--- src/rtl/uart_tx_fifo.sv ---
// Buffered UART transmitter: a byte FIFO feeding an 8N1 serialiser on TXD.
// Define UART_TX_PARITY_EN to insert an even-parity bit (8E1 frames).
module uart_tx_fifo #(
    parameter int CLKS_PER_BIT = 434,
    parameter int DEPTH_LOG2   = 4
) (
    input  logic       CLK,
    input  logic       RST,
    input  logic [7:0] DATA,
    input  logic       DATA_READY,
    output logic       FULL,
    output logic       IDLE,
    output logic       OVERRUN,
    output logic       TXD
);
    localparam int DEPTH = 1 << DEPTH_LOG2;
    localparam int CW    = DEPTH_LOG2 + 1;
    localparam int BW    = (CLKS_PER_BIT > 1) ? $clog2(CLKS_PER_BIT) : 1;
    localparam logic [BW-1:0] BAUD_LAST  = BW'(CLKS_PER_BIT - 1);
    localparam logic [CW-1:0] COUNT_FULL = CW'(DEPTH);

`ifdef UART_TX_PARITY_EN
    typedef enum logic [2:0] {ST_IDLE, ST_START, ST_DATA, ST_PARITY, ST_STOP} state_t;
`else
    typedef enum logic [2:0] {ST_IDLE, ST_START, ST_DATA, ST_STOP} state_t;
`endif

    logic [7:0]            mem_reg [DEPTH];
    logic [DEPTH_LOG2-1:0] wr_ptr_reg;
    logic [DEPTH_LOG2-1:0] rd_ptr_reg;
    logic [CW-1:0]         count_reg;
    logic [CW-1:0]         count_next;
    logic                  full_reg;
    logic                  overrun_reg;
    logic                  idle_reg;
    logic                  txd_reg;
    state_t                state_reg;
    logic [BW-1:0]         baud_reg;
    logic [2:0]            bit_idx_reg;
    logic [7:0]            shift_reg;
    logic                  wr_en;
    logic                  pop;
    logic                  baud_last;
`ifdef UART_TX_PARITY_EN
    logic                  parity_reg;
`endif

    // Acceptance looks only at the registered FULL; a same-cycle pop frees nothing.
    assign wr_en     = DATA_READY && !full_reg;
    assign baud_last = (baud_reg == BAUD_LAST);
    assign pop       = (count_reg != '0) &&
                       ((state_reg == ST_IDLE) || ((state_reg == ST_STOP) && baud_last));

    always_comb begin
        count_next = count_reg;
        if (wr_en && !pop)
            count_next = count_reg + 1'b1;
        else if (!wr_en && pop)
            count_next = count_reg - 1'b1;
    end

    always_ff @(posedge CLK) begin
        if (wr_en)
            mem_reg[wr_ptr_reg] <= DATA;
    end

    always_ff @(posedge CLK or negedge RST) begin
        if (!RST) begin
            wr_ptr_reg  <= '0;
            rd_ptr_reg  <= '0;
            count_reg   <= '0;
            full_reg    <= 1'b0;
            overrun_reg <= 1'b0;
            idle_reg    <= 1'b1;
            txd_reg     <= 1'b1;
            state_reg   <= ST_IDLE;
            baud_reg    <= '0;
            bit_idx_reg <= '0;
            shift_reg   <= '0;
`ifdef UART_TX_PARITY_EN
            parity_reg  <= 1'b0;
`endif
        end else begin
            if (wr_en)
                wr_ptr_reg <= wr_ptr_reg + 1'b1;
            if (pop)
                rd_ptr_reg <= rd_ptr_reg + 1'b1;
            count_reg <= count_next;
            full_reg  <= (count_next == COUNT_FULL);
            if (DATA_READY && full_reg)
                overrun_reg <= 1'b1;

            // Line and idle outputs are registered from the current state, one cycle behind it.
            idle_reg <= (state_reg == ST_IDLE) && (count_reg == '0);
            case (state_reg)
                ST_START:  txd_reg <= 1'b0;
                ST_DATA:   txd_reg <= shift_reg[0];
`ifdef UART_TX_PARITY_EN
                ST_PARITY: txd_reg <= parity_reg;
`endif
                default:   txd_reg <= 1'b1;
            endcase

            baud_reg <= ((state_reg == ST_IDLE) || baud_last) ? '0 : baud_reg + 1'b1;

            case (state_reg)
                ST_IDLE: begin
                    if (pop) begin
                        shift_reg <= mem_reg[rd_ptr_reg];
`ifdef UART_TX_PARITY_EN
                        parity_reg <= ^mem_reg[rd_ptr_reg];
`endif
                        state_reg <= ST_START;
                    end
                end
                ST_START: begin
                    if (baud_last) begin
                        bit_idx_reg <= '0;
                        state_reg   <= ST_DATA;
                    end
                end
                ST_DATA: begin
                    if (baud_last) begin
                        shift_reg <= {1'b0, shift_reg[7:1]};
                        if (bit_idx_reg == 3'd7) begin
`ifdef UART_TX_PARITY_EN
                            state_reg <= ST_PARITY;
`else
                            state_reg <= ST_STOP;
`endif
                        end else begin
                            bit_idx_reg <= bit_idx_reg + 1'b1;
                        end
                    end
                end
`ifdef UART_TX_PARITY_EN
                ST_PARITY: begin
                    if (baud_last)
                        state_reg <= ST_STOP;
                end
`endif
                ST_STOP: begin
                    if (baud_last) begin
                        if (pop) begin
                            shift_reg <= mem_reg[rd_ptr_reg];
`ifdef UART_TX_PARITY_EN
                            parity_reg <= ^mem_reg[rd_ptr_reg];
`endif
                            state_reg <= ST_START;
                        end else begin
                            state_reg <= ST_IDLE;
                        end
                    end
                end
                default: state_reg <= ST_IDLE;
            endcase
        end
    end

    assign FULL    = full_reg;
    assign IDLE    = idle_reg;
    assign OVERRUN = overrun_reg;
    assign TXD     = txd_reg;
endmodule

--- config.mk ---
export PLATFORM = sky130hd
export DESIGN_NAME = uart_tx_fifo
export DESIGN_NICKNAME = d
export VERILOG_FILES = /design/src/rtl/uart_tx_fifo.sv
export SDC_FILE = /design/constraint.sdc
export NUM_CORES = 1
export LEC_CHECK = 0
export CAP_MARGIN = 30
export CORE_ASPECT_RATIO = 1.4
export CORE_UTILIZATION = 40
export DETAILED_ROUTE_END_ITERATION = 6
export GPL_TIMING_DRIVEN = 0
export PLACE_DENSITY = 0.66
export SYNTH_ARGS = -nofsm -noshare
export SYNTH_HDL_FRONTEND = slang
export SYNTH_SLANG_ARGS = --single-unit
--- constraint.sdc ---
create_clock -name CLK -period 3.8 [get_ports CLK]
set_clock_uncertainty 0.15 [all_clocks]
set_input_delay 0.76 -clock CLK [delete_from_list [all_inputs] [get_ports CLK]]
set_output_delay 0.76 -clock CLK [all_outputs]
set_load 0.02 [all_outputs]
==> impl_metrics.toml <==
[clock_network]
insertion_delay_ns = 0.43
cts_tree = "built"
clk_path_buf_depth = 2
cts_made_buffers = 17
cts_resized = 0
htreeDepth = 4
cts_hold_buf = 0
post-cts-setup-buffers = 0
clkTransAtPathRegs_ns = 0.06
clkSinkCount = 167
cts-root-buf = "clkbuf_16"

[setup_path]
worst-setup-path-type = "in2reg"
required_ns = 3.79
r2r-end = "shift_reg[4]"
r2r_cells = 7
worstSetupStartpoint = "DATA_READY"
path_max_fanout = 10
cp-start-kind = "input pin"
r2r_setup_slack_ns = 0.95
endpoint = "mem_reg[2][6]"
reg2reg_from = "rd_ptr_reg[1]"
endpoint_kind = "flip-flop"
worstPathArrival_ns = 3.14

[cells_and_area]
stdcell_area_mm2 = 0.00812
regArea_mm2 = 0.00482
drive_gt1_frac = 0.214
nFillCells = 1415
antennaDiodeCount = 0
nets = 468
area_growth_pct = 16.5
multi_input_area_mm2 = 0.00202
final_cells = 685
post-route-util = 0.481
largest_register_ffs = 128

[grt]
grt_pass1_vias = 3771
globalRouteOverflowTotal = 0
antenna_found_initial = 0
grt_first_pass_wirelength_um = 21100
grt_max_degree = 40
grt_use_total = 0.167

[sta]
max_slew.worst_pin.slew_ns = 0.978
tns_ns = 0
fin_crit_ns = 3.16
fmax_mhz = 317
setup_viol = 0
period_share = 0.831
slew_viol_final = 0
rsz0062_at_grt = "no"
maxSlewHeadroom = 0.346
whs_ns = 0.303
worst_slack_ns = 0.643
hold_viol = 0

[route]
postRouteAntennaNets = 0
via_count = 3609
via_per_inst = 5.27
dr.pass1.iters = 4
wire_per_inst_um = 19.7
wirelength_um = 13500
drt-initial-drc-count = 190
route.detailed.drc = 0

[synth]
synthesis.area_mm2 = 0.00697
yosysSeqAreaShare = 0.692
ys_ff_latch = 167
synth_flop_cell = "edfxtp_1"
syn_avg_cell_area_um2 = 17.5
synth-edff-count = 128
ys_types = 46
synthArstFlopShare = 0.234
synth_cells = 398
syn_nets = 425
yosysWarningCount = 0

[power]
ir_worst_vdd_mv = 0.335
powerDensity_mw_per_mm2 = 753
p_leak_nw = 2.88
power_mw = 6.12

[placed_design]
gp_congestion = 0.776
place_area_mm2 = 0.00750
portBuffers = 14
dp_slack_ns = 0.179
detailed_place_hpwl_um = 9420
place_inst = 654

[die]
core_region_area_mm2 = 0.0169
dieHeight_um = 158
chipWidth_um = 114
row_count = 56
die_area_mm2 = 0.0180
start_util = 0.413
io_pins = 15

[outcome]
status = "finished, final reports clean"

[run]
max_cap_viol_count = 0

[worst_hold_path]
hp-class = "in2async"
[area by class of cell]
| class | count | share of cell area |
|---|---|---|
| multi-input cells | 203 | 0.249 |
| inverters | 10 | 0.00462 |
| repair buffers | 24 | 0.0282 |
| well taps | 232 | 0.0357 |
| flip-flops and latches | 167 | 0.594 |
| plain buffers | 18 | 0.0126 |
| clock buffers | 17 | 0.0524 |
| clock inverters | 14 | 0.0242 |
[layout by cell type, fill, tap and decap left out, types with 3 or more instances in the layout]
cell type          n
clkinvlp_4         3
nor3_2             3
a21oi_1            3
xnor2_1           11
nor3_1             3
inv_6              4
inv_1             10
mux4_2            34
mux4_1             6
mux2_2             9
nand4_1            3
buf_4              5
dfrtp_1           37
nand2b_1           3
nor2b_1            3
buf_1              5
clkbuf_16         17
nand3_1            5
nor2_1            24
nand2_1           37
bufinv_16          4
clkbuf_1           8
clkdlybuf4s50_1   13
buf_6              8
xor2_1             5
edfxtp_1         128
o21ai_0            9
ha_1              16
[metal layers]
| metal | up-vias | global-route usage | wire, um |
|---|---|---|---|
| met2 | 82 | 0.298 | 7320 |
| met4 | 0 | 0.0940 | 497 |
| li1 | 1618 | - | - |
| met3 | 25 | 0.0421 | 483 |
| met1 | 1884 | 0.180 | 5220 |
| met5 | - | 0 | 0 |
[logic make-up (layout without fill, tap and decap cells)]
family	count (synthesis)	in the layout	synth area share
AOI/OAI and AO/OA	27	27	0.0258
DFF	167	167	0.692
and+or+nand+nor	93	93	0.0637
muxes	51	51	0.150
buffers and inverters	28	83	0.0201
xor gates and xnor gates	16	16	0.0201
adders and majority gates	16	16	0.0287
[report_power, final]
part / switching, mW / internal (mW) / leakage, nW / total (mW)
clock: 0.698 / 1.10 / 0.294 / 1.80
sequential: 0.150 / 2.28 / 1.64 / 2.43
combinational: 0.985 / 0.901 / 0.943 / 1.89
[critical path: stages]
cell and delay (ns):
clkdlybuf4s50_1 0.47, nor2b_1 0.28, clkbuf_1 0.39, nand2_1 0.20, nor3_1 0.75, buf_4 0.29
[cell usage after synthesis, drive strengths merged, types with 2 or more instances]
| library cell | instances | area share |
|---|---|---|
| and2 | 2 | 0.0018 |
| buf | 10 | 0.010 |
| nand2 | 37 | 0.020 |
| edfxtp | 128 | 0.55 |
| a21oi | 3 | 0.0022 |
| clkbuf | 8 | 0.0043 |
| nand4 | 3 | 0.0027 |
| a31oi | 2 | 0.0018 |
| mux2i | 2 | 0.0029 |
| mux4 | 40 | 0.13 |
| o2bb2ai | 2 | 0.0025 |
| dfrtp | 37 | 0.13 |
| nand2b | 3 | 0.0027 |
| nor3b | 2 | 0.0022 |
| a2111oi | 2 | 0.0034 |
| inv | 10 | 0.0054 |
| nand3 | 5 | 0.0036 |
| nor4b | 2 | 0.0034 |
| o21ai | 11 | 0.0079 |
| nor2b | 3 | 0.0027 |
| dfstp | 2 | 0.0075 |
| nor3 | 6 | 0.0050 |
| xor2 | 5 | 0.0063 |
| a21o | 2 | 0.0022 |
| ha | 16 | 0.029 |
| nor2 | 25 | 0.014 |
| mux2 | 9 | 0.015 |
| xnor2 | 11 | 0.014 |
| a22oi | 2 | 0.0022 |
[worst min path at each step]
| stage | end | cells past startpoint |
|---|---|---|
| after detailed placement | OVERRUN | 1 |
| after CTS | count_reg[0] | 1 |
| after global placement | OVERRUN | 1 |
| after global routing | OVERRUN | 1 |
| final | OVERRUN | 1 |
| after floorplan | TXD | 2 |
(Power assumes the default switching activity.)
